--- src/rtl/fetch_queue.sv ---
// rtl/fetch_queue.sv - instruction fetch queue between I-mem fetch and IF/ID
// Circular buffer with wrap-bit pointers; state moves on negedge clk, flush drops all entries.
module fetch_queue #(
  parameter int          DEPTH = 4,
  parameter logic [31:0] NOP   = 32'h00000033
) (
  input  logic                       clk,
  input  logic                       rst,
  input  logic                       flush,
  input  logic                       enq_valid,
  output logic                       enq_ready,
  input  logic [31:0]                enq_pc,
  input  logic [31:0]                enq_inst,
  input  logic                       enq_pred_taken,
  output logic                       deq_valid,
  input  logic                       deq_ready,
  output logic [31:0]                deq_pc,
  output logic [31:0]                deq_inst,
  output logic                       deq_pred_taken,
  output logic [$clog2(DEPTH):0]     count
);

  localparam int AW = $clog2(DEPTH);
  localparam int PW = AW + 1;

  logic [PW-1:0] rd_ptr;
  logic [PW-1:0] wr_ptr;
  logic [31:0]   pc_mem   [DEPTH];
  logic [31:0]   inst_mem [DEPTH];
  logic          pt_mem   [DEPTH];

  logic empty;
  logic full;
  logic push;
  logic pop;

  assign empty = (rd_ptr == wr_ptr);
  assign full  = (rd_ptr[AW-1:0] == wr_ptr[AW-1:0]) && (rd_ptr[AW] != wr_ptr[AW]);

  // enq_ready comes from registered pointers only, so a full queue never passes a push through
  assign enq_ready = ~full;
  assign deq_valid = ~empty;
  assign push      = enq_valid & ~full;
  assign pop       = deq_ready & ~empty;

  always_ff @(negedge clk or posedge rst) begin
    if (rst) begin
      rd_ptr <= '0;
      wr_ptr <= '0;
    end else if (flush) begin
      rd_ptr <= wr_ptr;
    end else begin
      if (push) wr_ptr <= wr_ptr + 1'b1;
      if (pop)  rd_ptr <= rd_ptr + 1'b1;
    end
  end

  // Payload storage is not reset; only the pointers define which slots are live
  always_ff @(negedge clk) begin
    if (push && !flush && !rst) begin
      pc_mem[wr_ptr[AW-1:0]]   <= enq_pc;
      inst_mem[wr_ptr[AW-1:0]] <= enq_inst;
      pt_mem[wr_ptr[AW-1:0]]   <= enq_pred_taken;
    end
  end

  assign count = wr_ptr - rd_ptr;

  always_comb begin
    deq_pc         = 32'h0;
    deq_inst       = NOP;
    deq_pred_taken = 1'b0;
    if (!empty) begin
      deq_pc         = pc_mem[rd_ptr[AW-1:0]];
      deq_inst       = inst_mem[rd_ptr[AW-1:0]];
      deq_pred_taken = pt_mem[rd_ptr[AW-1:0]];
    end
  end

endmodule

--- config.mk ---
export PLATFORM = sky130hd
export DESIGN_NAME = fetch_queue
export DESIGN_NICKNAME = d
export VERILOG_FILES = /design/src/rtl/fetch_queue.sv
export SDC_FILE = /design/constraint.sdc
export NUM_CORES = 1
export LEC_CHECK = 0
export CAP_MARGIN = 30
export CORE_UTILIZATION = 40
export DETAILED_ROUTE_END_ITERATION = 8
export PLACE_DENSITY_LB_ADDON = 0.15
export SYNTH_ARGS = -nofsm -noshare
export SYNTH_HDL_FRONTEND = slang
export SYNTH_SLANG_ARGS = --single-unit
--- constraint.sdc ---
create_clock -name clk -period 6.8 [get_ports clk]
set_input_delay 1.36 -clock clk [delete_from_list [all_inputs] [get_ports clk]]
set_output_delay 1.36 -clock clk [all_outputs]
set_load 0.005 [all_outputs]
Word-level counts from Yosys, hierarchy flattened
Memories as Yosys holds them, arrays and structs flattened.
Cells that the tools add are included.
Word-level totals
  bits in writable memories: 260
  input bits: 70
  output and inout bits: 70
  memories: 3
  register bits after elaboration: 6
Memories
  inst_mem: depth 4, bits a word 32, read ports 1, clocked after memory_dff 0, wr ports 1, line 29  | logic [31:0] inst_mem [DEPTH];
  pc_mem: depth 4, bits a word 32, read ports 1, clocked after memory_dff 0, wr ports 1, line 28  | logic [31:0] pc_mem [DEPTH];
  pt_mem: depth 4, bits a word 1, read ports 1, clocked after memory_dff 0, wr ports 1, line 30  | logic pt_mem [DEPTH];
Operators by class
  bitwise gates (word level): 5
  reduce and logical (&&, ||, !) cells: 7
  $add $sub $neg: 3
  equal/unequal tests: 3
  muxes and demuxes: 7
Operators by type and width (count)
  two-way mux 32 bit: 2
  adder 3 x 1 -> 3 bit (second input constant): 2
  two-way mux 3 bit: 2
  == test 3 bit: 1
  logical AND 1 bit: 3
  two-way mux 1 bit: 3
  inverter 1 bit: 3
  subtractor 3 bit: 1
  AND 1 bit: 2
  == test 2 bit: 1
  logical NOT 1 bit: 2
  AND reduction 2 bit: 1
  nonzero test 2 bit: 1
  inequality test 1 bit: 1

Depth between registers and ports, before layout
  depth in word-level cells: 8
  depth in mapped cells: 8
  depth with buffers taken out: 6

==> metrics.log <==
INFO  metric clock_sinks = about 270
INFO  metric netlist_area = 10380 um2
INFO  metric required = 5.44 ns
INFO  metric vias = ~6400
INFO  metric placement_rows = 58
INFO  metric synth_sequential_area_ratio = between 70% and 80%
INFO  metric cts_made_buffers = 29
INFO  metric drc = 0
INFO  metric path_max_fanout = 4
INFO  metric port_buffers = around 140
INFO  metric finalWirelength = ~24000 um
INFO  metric die_extent_in_y = 163.1 um
INFO  metric design.core.area = 25330 um2
INFO  metric violations = negative setup slack
INFO  metric number_of_synthesized_flops_with_an_enable_pin = 260
INFO  metric postSynthCellCount = ~470
INFO  metric cts_hold_buffers = 0
INFO  metric synth_nets = approximately 550
INFO  metric clkTransAtPathRegs = about 0.05 ns
INFO  metric crit_type = flip-flop to primary output
INFO  metric async_reset_ff_share = under 10%
INFO  metric powerDensity = 484.2 nW/um2
INFO  metric die_area = 26600 um2
INFO  metric post-synth-top-area-cell = sky130_fd_sc_hd__edfxtp_1
INFO  metric final-hold-violation-count = 0
INFO  metric grt_antenna_before_repair = 1
INFO  metric global_route.usage.total = 19.20%
INFO  metric clock-skew-final = roughly 0.063 ns
INFO  metric design.final.nets = about 1100
INFO  metric antenna_left = 0
INFO  metric worst_path_max_stage_delay = 0.39 ns
INFO  metric worstHoldPathCells = 1
INFO  metric routabilityCongestion = 0.7306
INFO  metric startpoint_type = flip-flop
INFO  metric unrepaired_setup_endpoints_after_global_routing = true
INFO  metric final_max_slew_viol_count = 0
INFO  metric drt-wirelength-per-cell = roughly 18 um
INFO  metric flow.area_growth_from_synthesis = 49.91%
INFO  metric grt_pass1_wl = 38280 um
INFO  metric cell_chain_critical_path = buf_6, ha_4, nand2_4, nor2_4, inv_6, buf_12, buf_12, buf_16, buf_12, and2_4, buf_6
INFO  metric critical-path-slowest-cell = sky130_fd_sc_hd__dfrtn_1
INFO  metric postPlaceCellArea = 12480 um2
INFO  metric cts_tree = done
INFO  metric pin_count = 140
INFO  metric drt_iter0_markers = between 200 and 300
INFO  metric postSynthRegisterBits = 266
INFO  metric synth_common_cells = 260 x sky130_fd_sc_hd__edfxtp_1, 65 x sky130_fd_sc_hd__mux4_2, 62 x sky130_fd_sc_hd__and2_1, 12 x sky130_fd_sc_hd__buf_2, 9 x sky130_fd_sc_hd__inv_1
INFO  metric max-vdd-ir-drop = 0.2942 mV
INFO  metric synth_cell_type_count = 33
INFO  metric layout.cell_area.non_filler = 15560 um2
INFO  metric starting_density = 40.98%
INFO  metric synth.area.top_cells = sky130_fd_sc_hd__edfxtp_1 75%, sky130_fd_sc_hd__mux4_2 14%, sky130_fd_sc_hd__and2_1 3.7%
INFO  metric final_setup_violation_count = between 60 and 70
INFO  metric yosysMostFrequentCell = sky130_fd_sc_hd__edfxtp_1
INFO  metric design_power_total = 7.534 mW
INFO  metric fin_worst_hold_slack = 0.5132 ns
INFO  metric worst_slew_margin_rel = between 50% and 60%
INFO  metric finalNonFillerCells = 1335
INFO  metric vias_in_the_first_global_route = 7598
INFO  metric drtPass1Iterations = 4
INFO  metric drv.max_cap_violation_count = 0
INFO  metric dpl.hpwl = between 10000 and 15000 um
INFO  metric run_status = finished, violations left
INFO  metric cellLeakagePower = 6.553 nW
INFO  metric critPathCaptureType = primary output
INFO  metric syn_area_per_cell = ~22 um2
INFO  metric synth_top_area_share = 75.23%
INFO  metric worst_skew_pair.late_latency = 0.59 ns
INFO  metric yosys_warnings = 0
INFO  metric route.detailed.vias_per_inst = approximately 4.8
INFO  metric critPathMostFrequentCell = sky130_fd_sc_hd__buf_12
INFO  metric setup_slack = -0.3384 ns
INFO  metric crit_arrival = between 5 and 6 ns
INFO  metric layout.filler_cells = around 1900
INFO  metric worst_r2r_path_depth = 4
INFO  metric post_route_cells_drive_above_1_share = 33.53%
INFO  metric dominant_synthesized_flop_cell = sky130_fd_sc_hd__edfxtp_1
INFO  metric grt_start_max_net_pins = 47
INFO  metric fp.dieW = between 150 and 200 um
INFO  metric num_antenna_cells = 0
INFO  metric cts_root_buffer = sky130_fd_sc_hd__clkbuf_16
INFO  metric cts_buffer_depth = 3
INFO  metric timing.hold.worst.class = flip-flop to flip-flop
INFO  metric number_of_placed_instances_taps_included = 951
INFO  metric globalRouteOverflowTotal = 0
INFO  metric worst-slew-pin-transition = 0.6829 ns
INFO  metric htree_levels = 1
[repair_timing]
| item | CTS | global route |
|---|---|---|
| hold endpoints to repair | 0 | 0 |
| buffers inserted | 67 | 5 |
| gates resized for setup | 397 | 19 |
| cloned | 9 | 0 |
| setup endpoints to repair | 69 | 69 |
| pin swaps | 54 | 10 |
[kinds of logic after synthesis]
kind of cell	Yosys count	share of synthesized area [%]
xor+xnor	5	0.4219
flops	266	76.67
mux	66	14.21
simple gates	84	4.906
buf+inv	32	1.989
compound gates	10	0.7595
fa+ha+maj	8	1.037
[stage by stage]
stage	setup TNS, ns	worst slack, ns	util (%)
floorplan	-99.88	-0.4070	-
global placement	0	0.04613	49.29
detailed placement	0	0.01770	49.29
CTS	-15.21	-0.3379	61.68
global route	-17.80	-0.4048	61.43
finish	-13.13	-0.3384	61.43
[layer usage]
layer,GRT usage (%),vias to the layer above,part of all wire [%]
met1,21.76,3265,40
met3,6.044,35,4.3
met4,9.601,0,1.6
met5,0,-,0
met2,32.71,142,54
li1,-,2938,-
[cells in the final DEF (no fill, tap or decap), types with 8 or more instances in the layout]
cell type | Yosys | final
sky130_fd_sc_hd__and2_1 | 62 | 19
sky130_fd_sc_hd__and2_4 | 0 | 43
sky130_fd_sc_hd__buf_12 | 3 | 26
sky130_fd_sc_hd__buf_2 | 12 | 21
sky130_fd_sc_hd__buf_4 | 1 | 29
sky130_fd_sc_hd__buf_6 | 1 | 72
sky130_fd_sc_hd__clkbuf_16 | 0 | 29
sky130_fd_sc_hd__clkdlybuf4s50_1 | 0 | 69
sky130_fd_sc_hd__clkinvlp_2 | 0 | 8
sky130_fd_sc_hd__edfxtp_1 | 260 | 260
sky130_fd_sc_hd__inv_1 | 9 | 272
sky130_fd_sc_hd__mux4_2 | 65 | 65
[layout make-up]
cell class	count	area, um2	share of cell area [%]
inverters	9	38.79	0.2493
well taps	330	412.9	2.654
flip-flops and latches	266	7958	51.15
clock buffers	29	725.7	4.664
repair buffers	246	2758	17.72
multi-input cells	173	2432	15.63
clock inverters	282	1234	7.929
[worst max-delay path, delay by kind of cell, from the launching register on]
kind | cells | cell delay [ns]
adder cells (fa/ha/maj) | 1 | 0.28
buffers and inverters | 7 | 0.82
AND/OR/NAND/NOR | 3 | 0.36
flip-flops | 1 | 0.39
[report_power, final]
part / switching, mW / total (mW) / internal [mW]
sequential: 0.0402 / 1.98 / 1.94
clock: 0.985 / 2.18 / 1.20
combinational: 1.25 / 3.37 / 2.12
[registers in the layout, indices dropped and copies added (netlist names)]
register,count
pc_mem,128
inst_mem,128
pt_mem,4
wr_ptr,3
rd_ptr,3
[worst paths after layout]
kind	slack, ns	endpoint	startpoint
hold / removal	0.51	wr_ptr[2]	wr_ptr[2]
setup reg to reg	4.62	pc_mem[1][31]	wr_ptr[2]
max in group asynchronous	1.87	wr_ptr[1]	rst
min in group asynchronous	4.68	rd_ptr[1]	rst
setup / recovery	-0.34	deq_pc[10]	rd_ptr[0]
hold reg to reg	0.51	wr_ptr[2]	wr_ptr[2]
Power figures use the tool's default switching activity.
